--- src/rtl/fetch_unit.sv ---
// -----------------------------------------------------------------------------
// fetch_unit
//   Instruction fetch stage feeding the main decoder. Holds the PC, issues
//   word requests to instruction memory, buffers the returned words together
//   with their PC, and presents them to decode over a valid/ready handshake.
//   A redirect from execute restarts fetch at a new PC. Words that are still
//   in flight when the redirect happens are dropped as they return.
//
// Parameters
//   RESET_PC        PC loaded on reset
//   DEPTH           instruction buffer entries; also bounds in-flight + buffered
//
// Ports
//   clk             rising-edge clock
//   reset           synchronous, active-low reset
//   imem_req        fetch request valid
//   imem_addr       fetch word address, [1:0] always zero
//   imem_gnt        request accepted this cycle
//   imem_rvalid     read data valid, responses return in request order
//   imem_rdata      instruction word
//   redirect_valid  one-cycle pulse: restart fetch at redirect_pc
//   redirect_pc     new PC, [1:0] ignored
//   instr_valid     instr / instr_pc valid toward decode
//   instr_ready     decode accepts this cycle
//   instr           instruction word
//   instr_pc        PC of instr
//   instr_pc_plus4  instr_pc + 4 (mod 2^32)
// -----------------------------------------------------------------------------
module fetch_unit #(
    parameter logic [31:0] RESET_PC = 32'h0000_0000,
    parameter int unsigned DEPTH    = 2
) (
    input  logic        clk,
    input  logic        reset,
    output logic        imem_req,
    output logic [31:0] imem_addr,
    input  logic        imem_gnt,
    input  logic        imem_rvalid,
    input  logic [31:0] imem_rdata,
    input  logic        redirect_valid,
    input  logic [31:0] redirect_pc,
    output logic        instr_valid,
    input  logic        instr_ready,
    output logic [31:0] instr,
    output logic [31:0] instr_pc,
    output logic [31:0] instr_pc_plus4
);

    localparam int unsigned CntW = $clog2(DEPTH + 1);
    localparam int unsigned SumW = CntW + 1;
    localparam int unsigned PtrW = (DEPTH > 1) ? $clog2(DEPTH) : 1;

    typedef enum logic [1:0] {
        StFetch,
        StWaitCredit,
        StDrain
    } state_e;

    state_e            state_q, state_d;
    logic [31:0]       pc_q, pc_d;
    logic [CntW-1:0]   outst_q, outst_d;
    logic [CntW-1:0]   buf_cnt_q, buf_cnt_d;
    logic [CntW-1:0]   drop_q, drop_d;
    logic [PtrW-1:0]   buf_rd_q, buf_rd_d;
    logic [PtrW-1:0]   buf_wr_q, buf_wr_d;
    logic [PtrW-1:0]   pcq_rd_q, pcq_rd_d;
    logic [PtrW-1:0]   pcq_wr_q, pcq_wr_d;

    // Storage: word buffer with its PCs, and the in-order address queue of
    // requests still waiting for their response.
    logic [31:0]       buf_instr_q [DEPTH];
    logic [31:0]       buf_pc_q    [DEPTH];
    logic [31:0]       pcq_q       [DEPTH];

    logic              credit;
    logic              credit_next;
    logic              grant;
    logic              resp;
    logic              push;
    logic              pop;
    logic              unused_redirect_lsbs;

    assign unused_redirect_lsbs = ^redirect_pc[1:0];

    function automatic logic [PtrW-1:0] ptr_inc(input logic [PtrW-1:0] p);
        return (p == PtrW'(DEPTH - 1)) ? '0 : p + PtrW'(1);
    endfunction

    // Handshakes and request generation
    always_comb begin
        credit    = ({1'b0, outst_q} + {1'b0, buf_cnt_q}) < SumW'(DEPTH);
        // Gated by reset so nothing is requested while reset is held.
        imem_req  = reset && credit && (state_q != StDrain) && !redirect_valid;
        imem_addr = {pc_q[31:2], 2'b00};
        grant     = imem_req && imem_gnt;
        // A response with nothing outstanding cannot belong to us; ignore it.
        resp      = imem_rvalid && (outst_q != '0);
        push      = resp && (drop_q == '0) && !redirect_valid;
        pop       = instr_valid && instr_ready && !redirect_valid;
    end

    // Next-state
    always_comb begin
        pc_d      = grant ? pc_q + 32'd4 : pc_q;
        outst_d   = outst_q + CntW'(grant) - CntW'(resp);
        drop_d    = (resp && (drop_q != '0)) ? drop_q - CntW'(1) : drop_q;
        buf_cnt_d = buf_cnt_q + CntW'(push) - CntW'(pop);
        buf_wr_d  = push ? ptr_inc(buf_wr_q) : buf_wr_q;
        buf_rd_d  = pop ? ptr_inc(buf_rd_q) : buf_rd_q;
        pcq_wr_d  = grant ? ptr_inc(pcq_wr_q) : pcq_wr_q;
        pcq_rd_d  = resp ? ptr_inc(pcq_rd_q) : pcq_rd_q;

        if (redirect_valid) begin
            pc_d      = {redirect_pc[31:2], 2'b00};
            // Every response still owed after this cycle is now stale.
            drop_d    = outst_d;
            buf_cnt_d = '0;
            buf_wr_d  = '0;
            buf_rd_d  = '0;
        end

        credit_next = ({1'b0, outst_d} + {1'b0, buf_cnt_d}) < SumW'(DEPTH);

        state_d = state_q;
        case (state_q)
            StFetch:      if (!credit_next) state_d = StWaitCredit;
            StWaitCredit: if (credit_next) state_d = StFetch;
            StDrain:      if (drop_d == '0) state_d = StFetch;
            default:      state_d = StFetch;
        endcase
        if (redirect_valid) begin
            state_d = (drop_d != '0) ? StDrain : StFetch;
        end
    end

    always_ff @(posedge clk) begin
        if (!reset) begin
            state_q   <= StFetch;
            pc_q      <= {RESET_PC[31:2], 2'b00};
            outst_q   <= '0;
            buf_cnt_q <= '0;
            drop_q    <= '0;
            buf_rd_q  <= '0;
            buf_wr_q  <= '0;
            pcq_rd_q  <= '0;
            pcq_wr_q  <= '0;
        end else begin
            state_q   <= state_d;
            pc_q      <= pc_d;
            outst_q   <= outst_d;
            buf_cnt_q <= buf_cnt_d;
            drop_q    <= drop_d;
            buf_rd_q  <= buf_rd_d;
            buf_wr_q  <= buf_wr_d;
            pcq_rd_q  <= pcq_rd_d;
            pcq_wr_q  <= pcq_wr_d;
        end
    end

    // Data storage needs no reset: occupancy is tracked by the counters.
    always_ff @(posedge clk) begin
        if (reset && push) begin
            buf_instr_q[buf_wr_q] <= imem_rdata;
            buf_pc_q[buf_wr_q]    <= pcq_q[pcq_rd_q];
        end
        if (grant) begin
            pcq_q[pcq_wr_q] <= imem_addr;
        end
    end

    // Decode-side outputs straight from the buffer head
    always_comb begin
        instr_valid    = (buf_cnt_q != '0);
        instr          = buf_instr_q[buf_rd_q];
        instr_pc       = buf_pc_q[buf_rd_q];
        instr_pc_plus4 = buf_pc_q[buf_rd_q] + 32'd4;
    end

endmodule

--- config.mk ---
export PLATFORM = sky130hd
export DESIGN_NAME = fetch_unit
export DESIGN_NICKNAME = d
export VERILOG_FILES = /design/src/rtl/fetch_unit.sv
export SDC_FILE = /design/constraint.sdc
export NUM_CORES = 1
export LEC_CHECK = 0
export BUFFER_PORTS_ARGS = -buffer_cell sky130_fd_sc_hd__buf_4
export CORE_UTILIZATION = 50
export DETAILED_ROUTE_END_ITERATION = 10
export PLACE_DENSITY_LB_ADDON = 0.2
export SETUP_SLACK_MARGIN = 0.5
export SYNTH_ARGS = -nofsm -noshare
export SYNTH_HDL_FRONTEND = slang
export SYNTH_SLANG_ARGS = --single-unit
--- constraint.sdc ---
create_clock -name clk -period 7.3 [get_ports clk]
set_input_delay 1.46 -clock clk [delete_from_list [all_inputs] [get_ports clk]]
set_output_delay 1.46 -clock clk [all_outputs]
set_load 0.05 [all_outputs]
=== Word-level counts from Yosys, hierarchy flattened ===
Memory sizes are Yosys's and may differ from the RTL's. A register that Yosys moved wholly into a read port is not among the register bits.
Cells that the tools add are included.

* Memories: 3
* Bits in writable memories: 188
* Word-level logic and storage cells: 82
* Register bits: 44
* Bits of input ports: 70

{| class="wikitable"
|+ Memories
! name !! words !! bits a word !! rd ports !! clocked after Yosys merged registers in !! write ports !! line !! source
|-
| buf_instr_q || 2 || 32 || 1 || 1 || 1 || 71 || <nowiki>logic [31:0] buf_instr_q [DEPTH];</nowiki>
|-
| buf_pc_q || 2 || 32 || 1 || 1 || 1 || 72 || <nowiki>logic [31:0] buf_pc_q [DEPTH];</nowiki>
|-
| pcq_q || 2 || 30 || 1 || 1 || 1 || 73 || <nowiki>logic [31:0] pcq_q [DEPTH];</nowiki>
|}

* Bitwise gates (word level): 1
* Add/sub/neg operators: 13
* Reduce and logical (&&, ||, !) cells: 22
* Mux-type cells: 25
* $lt $le $gt $ge: 2
* Equal/unequal tests: 6

{| class="wikitable"
|+ Operators by type and width
! operator !! number
|-
| 32-bit by 3-bit adder with 32-bit output (second input constant) || 2
|-
| 32-bit two-way mux || 2
|-
| 2-bit two-way mux || 8
|-
| 1-bit two-way mux || 14
|-
| 1-bit logical AND || 11
|-
| 2-bit nonzero test || 5
|-
| 3-bit != test (second input constant) || 3
|-
| 2-bit by 2-bit adder with 3-bit output || 2
|-
| 2-bit zero test || 3
|-
| 3-bit by 2-bit < comparator with 1-bit output (second input constant) || 2
|-
| 2-bit case mux with 3 select lines || 1
|-
| 1-bit adder (second input constant) || 4
|-
| 2-bit by 1-bit adder with 2-bit output || 2
|-
| 2-bit by 1-bit subtractor with 2-bit output || 2
|-
| 3-bit AND reduction || 1
|-
| 2-bit by 1-bit equality test with 1-bit output (second input constant) || 1
|-
| 2-bit equality test (second input constant) || 1
|-
| 2-bit != test (second input constant) || 1
|-
| 2-bit OR reduction || 1
|-
| 2-bit by 1-bit subtractor with 2-bit output (second input constant) || 1
|-
| 1-bit zero test || 1
|-
| 1-bit inverter || 1
|}

=== Logic depth before layout (Yosys ltp) ===
Gate-level depths: netlist of run 1.

* Depth in word-level cells: 13
* Mapped depth: 15
* Depth with buffers taken out: 13

=== Worst setup path before layout of run 1 ===
OpenSTA, ideal clock, no wires.

* Path type: in2reg
* From: in redirect_valid
* To: mem buf_instr_q[0][0] (enable)
* Data required time: 6.742 ns
* Cell stages on the path: 5
* Arrival: 6.450 ns
* Path slack: 0.292 ns
* Cells stage by stage: buf_2 > inv_1 > buf_1 > nand2_1 > nor3_1

* Cells in the longest elaborated chain, start to end: 5

{| class="wikitable"
|+ RTL lines
! item !! line !! source
|-
| start: declaration || 40 || <nowiki>input logic redirect_valid,</nowiki>
|-
| 1-bit zero test || 98 || <nowiki>push = resp && (drop_q == '0) && !redirect_valid;</nowiki>
|-
| 1-bit logical AND || 98 ||
|-
| 1-bit logical AND || 162 || <nowiki>if (reset && push) begin</nowiki>
|-
| 1-bit two-way mux || 162 ||
|-
| 1-bit two-way mux (not written as such) || 163 || <nowiki>buf_instr_q[buf_wr_q] <= imem_rdata;</nowiki>
|-
| end: declaration || 71 ||
|}

No other way between the ends.

=== Worst setup path after layout of run 1 ===
* From: in redirect_valid
* To: reg state_q[0]

* Cells in the longest elaborated chain, start to end: 9
* Elaborated cells between the ends (all ways): 19

{| class="wikitable"
|+ RTL lines
! item !! line !! source
|-
| 1-bit zero test || 93, 98, 99 ||
|-
| 1-bit logical AND, on equally long branches || 98, 93 ||
|-
| 2-bit by 1-bit adder with 2-bit output or 1-bit logical AND (tied branches) || 107, 95 ||
|-
| 2-bit by 1-bit subtractor with 2-bit output or 2-bit by 1-bit adder with 2-bit output (tied branches) || 107, 105 ||
|-
| 2-bit two-way mux or 2-bit by 1-bit subtractor with 2-bit output (tied branches) || 113, 105 ||
|-
| 2-bit by 2-bit adder with 3-bit output or 2-bit two-way mux (tied branches) || 122, 113 ||
|-
| 3-bit by 2-bit < comparator with 1-bit output or 2-bit zero test (tied branches) || 122, 128 ||
|-
| 3-bit != test (no source line) || -- ||
|-
| 3-bit AND reduction (no source line) || -- ||
|-
| end signal: assignment || 138 || <nowiki>state_q <= StFetch;</nowiki>
|-
| end signal: assignment || 148 || <nowiki>state_q <= state_d;</nowiki>
|-
| end: declaration || 59 || <nowiki>state_e state_q, state_d;</nowiki>
|}

Parallel ways exist; a longest one is shown, timed or not.
A chain may end at the register's enable or synchronous reset.

==> results.toml, run 1 <==
[final_layout]
drive_gt1_frac = 0.361
area_growth_pct = 26.1
fill_cells = 1398
final_cell_mix = "buf_4, edfxtp_1, mux2_2"
antenna_cells = 0
nNetsFinal = 986
layout_commonest_cell = "buf_4"

[pwr]
switching_power_mw = 0.884
ir_worst_vdd_mv = 0.159
powerDensity_nw_per_um2 = 278
combPwrFrac = 0.161
leakagePower_nw = 4.51
seqPwrFrac = 0.448
switching_share = 0.257
p_clk_frac = 0.391
p_int_mw = 2.56

[sta]
slew_violations = 0
fin_ws_ns = 2.27
hold_viol = 0
grt_setup_unrepaired = "no"
finalWorstPathRequiredPeriod_ns = 5.03
clock_skew_ns = 0.00822
setup_violations = 0
relSlewSlack = 0.307
worst_pin_slew_ns = 1.04
period_share = 0.689
setup_tns_ns = 0
fmaxAchievable_ghz = 0.199

[drt]
vias = 6463
post-route-drc-count = 0
viasPerCell = 5.45
drt_iter0_markers = 489
ant_nets = 0
wl_per_cell_um = 17.9
wl_um = 21200
firstDrtPassIters = 5

[clock_network]
cts_tree = "yes"
clkTransAtPathRegs_ns = 0.05
post_cts_buffers = 0
clk-insertion-delay-late_ns = 0.51
htree_levels = 1
cts_buffers = 24
cts_sinks = 228
cts_resized = 0
cts_root_buf = "clkbuf_16"
ctsHoldBuffers = 0
clock_path_buffers = 3

[worst_setup_path]
cp-end-kind = "flop"
crit_buf_inv = 3
crit_path_top_delay_cell = "and4b_1"
critical_path_peak_fanout = 36
cpLargestDelayFamily = "adder cells"
crit_arrival_ns = 5.44
worstPathRequired_ns = 7.70
cp_slowest_stage_delay_ns = 0.85
critPathKind = "in -> reg"
crit_chain = "buf_4 -> nor2b_1 -> and4b_1 -> inv_1 -> ha_1 -> inv_1 -> ha_1 -> xor2_1 -> xnor2_1 -> fa_1 -> a211oi_1"
critPathLaunchType = "input port"

[flow_run]
drv_cap = 0

[floorplanning]
start_util = 0.517
io_pins = 200
die-area_sq_um = 20200
core-area_sq_um = 19000
die_w_um = 142
rows = 50
die_h_um = 142

[placed_design]
place_ws_ns = 1.87
dp_hpwl_um = 14300
port_buffers = 191
place.gp.congestion = 0.905

[global_routing]
overflow = 0
grt_max_degree = 63
grt_pass1_wl_um = 32800
grt_pass1_vias = 6333
antenna_found_initial = 0
grtUsageTotal = 0.206

[logic_synthesis]
synthArstFlopShare = 0
yosysWarnings = 0
yosysSeqAreaShare = 0.653
ys_seq_elements = 228
syn_area_per_cell_sq_um = 13.7
synth_edf_count = 184
syn-cell-area_sq_um = 9800
syn_inst = 716
synth_cell_type_count = 60
synthFlopType = "edfxtp_1"

[run_status]
status = "finished, final reports clean"

[worst_hold_path]
min_path_type = "reg -> reg"
-- power groups by stage --
| stage | Clock, mW | Combinational (mW) | Sequential [mW] |
|---|---|---|---|
| finish | 1.35 | 0.553 | 1.54 |
| global route | 1.42 | 0.589 | 1.55 |
| CTS | 1.37 | 0.556 | 1.54 |
| detailed placement | 0 | 0.550 | 1.57 |
| global placement | 0 | 0.537 | 1.56 |
| floorplan | 0 | 0.354 | 1.60 |
-- synthesized netlist by cell type (all sizes together) (3+ instances only) --
cell | number | area [sq um]
nand4 | 14 | 93.8
nand2 | 52 | 198
xor2 | 10 | 87.6
o22ai | 8 | 50.1
a22oi | 6 | 45.0
or3 | 4 | 25.0
nand3b | 3 | 22.5
o21ai | 16 | 80.1
nand4b | 4 | 35.0
inv | 21 | 78.8
clkbuf | 19 | 71.3
nor3 | 13 | 65.1
o21a | 4 | 30.0
nor2b | 4 | 25.0
and3 | 12 | 77.6
nand3 | 25 | 125
xnor2 | 31 | 272
o211ai | 4 | 30.0
ha | 7 | 87.6
nor2 | 33 | 124
a2bb2oi | 5 | 43.8
a21oi | 22 | 110
dfxtp | 44 | 881
mux2i | 10 | 100
buf | 18 | 116
nor4 | 12 | 81.3
a31oi | 10 | 62.6
edfxtp | 184 | 5530
and2 | 9 | 56.3
and4 | 5 | 43.8
mux2 | 84 | 946
-- logic make-up (layout without fill, tap and decap cells) --
family / count (synthesis) / after routing / share of synthesized area
flops: 228 / 228 / 0.653
other cells: 1 / 6 / 0.000382
fa+ha+maj: 9 / 9 / 0.0130
compound gates: 87 / 87 / 0.0568
xor+xnor: 41 / 41 / 0.0366
mux: 94 / 94 / 0.107
simple gates: 198 / 198 / 0.106
buf+inv: 58 / 262 / 0.0272
-- path summary, 6_finish.rpt --
path                                     start         end  slack (ns)  cells after the start
worst max-delay path            redirect_valid  state_q[0]        2.27                     11
worst min-delay path                state_q[1]  state_q[0]        0.42                      1
worst max register to register      outst_q[0]  state_q[0]        2.60                     12
worst min register to register      state_q[1]  state_q[0]        0.42                      1
-- final cells by class --
type,instances,area [sq um],share of cell area
inverters,21,78.8,0.00637
clock inverters,14,204,0.0165
clock buffers,30,706,0.0571
well taps,260,325,0.0263
flip-flops and latches,228,6410,0.518
multi-input cells,435,3160,0.256
repair buffers,197,1480,0.120
-- flip-flops by register name (all words and copies together), names as in the netlist, 2 cells and up, named ones only --
register	cells
buf_instr_q	64
pc_q	30
pcq_q	60
outst_q	2
buf_cnt_q	2
buf_pc_q	60
drop_q	2
state_q	2
-- per-stage QoR --
stage / cell area [sq um] / hold WS (ns) / util / instances / power, mW
final: 12400 / 0.425 / 0.652 / 1185 / 3.44
after floorplan: 9820 / 0.386 / - / 721 / 1.95
after CTS: 12400 / 0.418 / 0.652 / 1185 / 3.47
after global placement: 11500 / 0.400 / 0.604 / 1141 / 2.10
after global routing: 12400 / 0.437 / 0.652 / 1185 / 3.56
after detailed placement: 11500 / 0.410 / 0.604 / 1141 / 2.12
-- layer usage --
metal	wire length, um	GRT usage	vias to the layer above
met2	9920	0.343	302
met1	9230	0.274	3052
met5	0	0	-
met4	312	0.0600	0
met3	1740	0.0390	29
li1	-	-	3080
Power figures use the tool's default switching activity.
==> inputs of run 2 (changes only) <==
- CORE_UTILIZATION: 50 -> 55
- clock period: 7.3 -> 5 ns (I/O delays scaled with it)
==> results.toml, run 2 (synthesis results as in run 1) <==
[final_layout]
top_register = "buf_instr_q"
area_growth_pct = 25.1
antenna_cells = 0
fill_cells = 1175
largestRegisters = "buf_instr_q x64, buf_pc_q x60, pcq_q x60"
layout_commonest_cell = "buf_4"
nNetsFinal = 990
final_area_sq_um = 12300
fin_cells = 1152
final_cell_mix = "buf_4, edfxtp_1, mux2_2"
largest_register_ffs = 64
drive_gt1_frac = 0.362

[sta]
clock_skew_ns = 0.00846
setup_violations = 0
hold_viol = 0
fmaxAchievable_ghz = 0.234
period_share = 0.856
setup_tns_ns = 0
relSlewSlack = 0.319
finalWorstPathRequiredPeriod_ns = 4.28
slew_violations = 0
grt_setup_unrepaired = "no"
worst_pin_slew_ns = 1.02

[placed_design]
place_area_sq_um = 11500
port_buffers = 191
dp.cells = 1111
dp_hpwl_um = 14500
place.gp.congestion = 0.857

[clock_network]
clkTransAtPathRegs_ns = 0.06
post_cts_buffers = 0
clock_path_buffers = 3
cts_tree = "yes"
cts_resized = 0
ctsHoldBuffers = 0
cts_root_buf = "clkbuf_16"
htree_levels = 1
cts_buffers = 23
cts_sinks = 228
clk-insertion-delay-late_ns = 0.50

[global_routing]
grtUsageTotal = 0.226
overflow = 0
antenna_found_initial = 0
grt_pass1_vias = 6328
grt_max_degree = 63
grt_pass1_wl_um = 32100

[worst_setup_path]
crit_arrival_ns = 3.28
critical_path_peak_fanout = 39
critPathLaunchType = "flop"
critPathKind = "reg -> out"
worstPathRequired_ns = 4.00
r2r-start = "buf_cnt_q[0]"
cp-end-kind = "output port"

[floorplanning]
rows = 48
core-area_sq_um = 17400
die_w_um = 136
io_pins = 200
die_h_um = 136
die-area_sq_um = 18400
start_util = 0.565

[pwr]
ir_worst_vdd_mv = 0.263
leakagePower_nw = 4.50
powerDensity_nw_per_um2 = 383

[flow_run]
drv_cap = 0

[drt]
drt_iter0_markers = 337
vias = 6486
post-route-drc-count = 0
viasPerCell = 5.63
wl_um = 21100
wl_per_cell_um = 18.3
firstDrtPassIters = 5
ant_nets = 0

[worst_hold_path]
min_path_type = "reg -> reg"
worstHoldStart = "state_q[1]"

[run_status]
status = "finished, final reports clean"
run 2: changes by cell type in the layout (fill, tap and decap cells not counted), moves of 2 or more:
cell | previous run | this run
nor3_4 | 0 | 2
xnor2_2 | 0 | 9
bufinv_16 | 5 | 2
clkinvlp_4 | 3 | 1
clkbuf_16 | 26 | 23
buf_4 | 197 | 202
clkbuf_1 | 0 | 7
clkbuf_8 | 4 | 1
clkinv_1 | 2 | 6
xnor2_1 | 31 | 22
nor3_2 | 2 | 0
clkinv_2 | 3 | 0
run 2: routing by layer:
metal	vias to the layer above	GRT usage	routed length, um
met2	275	0.380	10100
met5	-	0	0
li1	3069	-	-
met1	3112	0.296	8810
met3	30	0.0441	1790
met4	0	0.0680	378
run 2: final timing paths:
check / to / slack, ns / cells past startpoint
worst min-delay path: state_q[0] / 0.42 / 1
worst max register to register: state_q[0] / 1.35 / 14
worst min register to register: state_q[0] / 0.42 / 1
worst max-delay path: instr_pc_plus4[28] / 0.72 / 7
run 2: cell type report:
class	instances	area [sq um]	share of cell area
timing repair buffer	202	1520	0.124
multi-input combinational	435	3260	0.266
inverter	21	78.8	0.00643
sequential	228	6410	0.523
clock buffer	31	616	0.0502
tap	225	282	0.0230
clock inverter	10	98.8	0.00806
run 2: power breakdown:
part	switching [mW]	internal, mW	total (mW)
Combinational	0.522	0.299	0.820
Sequential	0.0670	2.18	2.25
Clock	0.660	0.963	1.62
run 2: per-stage QoR:
stage / hold WS [ns] / power, mW / setup WS, ns / util
finish: 0.422 / 4.70 / 0.720 / 0.707
global placement: 0.400 / 3.07 / 1.13 / 0.665
global route: 0.441 / 4.84 / 0.509 / 0.707
floorplan: 0.386 / 2.85 / 0.337 / -
detailed placement: 0.407 / 3.11 / 0.994 / 0.665
CTS: 0.423 / 4.72 / 0.668 / 0.707
run 2: worst max-delay path, stage by stage, from the launching register on:
cell and delay, ns:
dfxtp_4 0.61, mux2_2 0.26, ha_1 0.20, a21boi_1 0.51
and3_1 0.34, nor4b_1 0.44, xnor2_2 0.16, buf_4 0.21
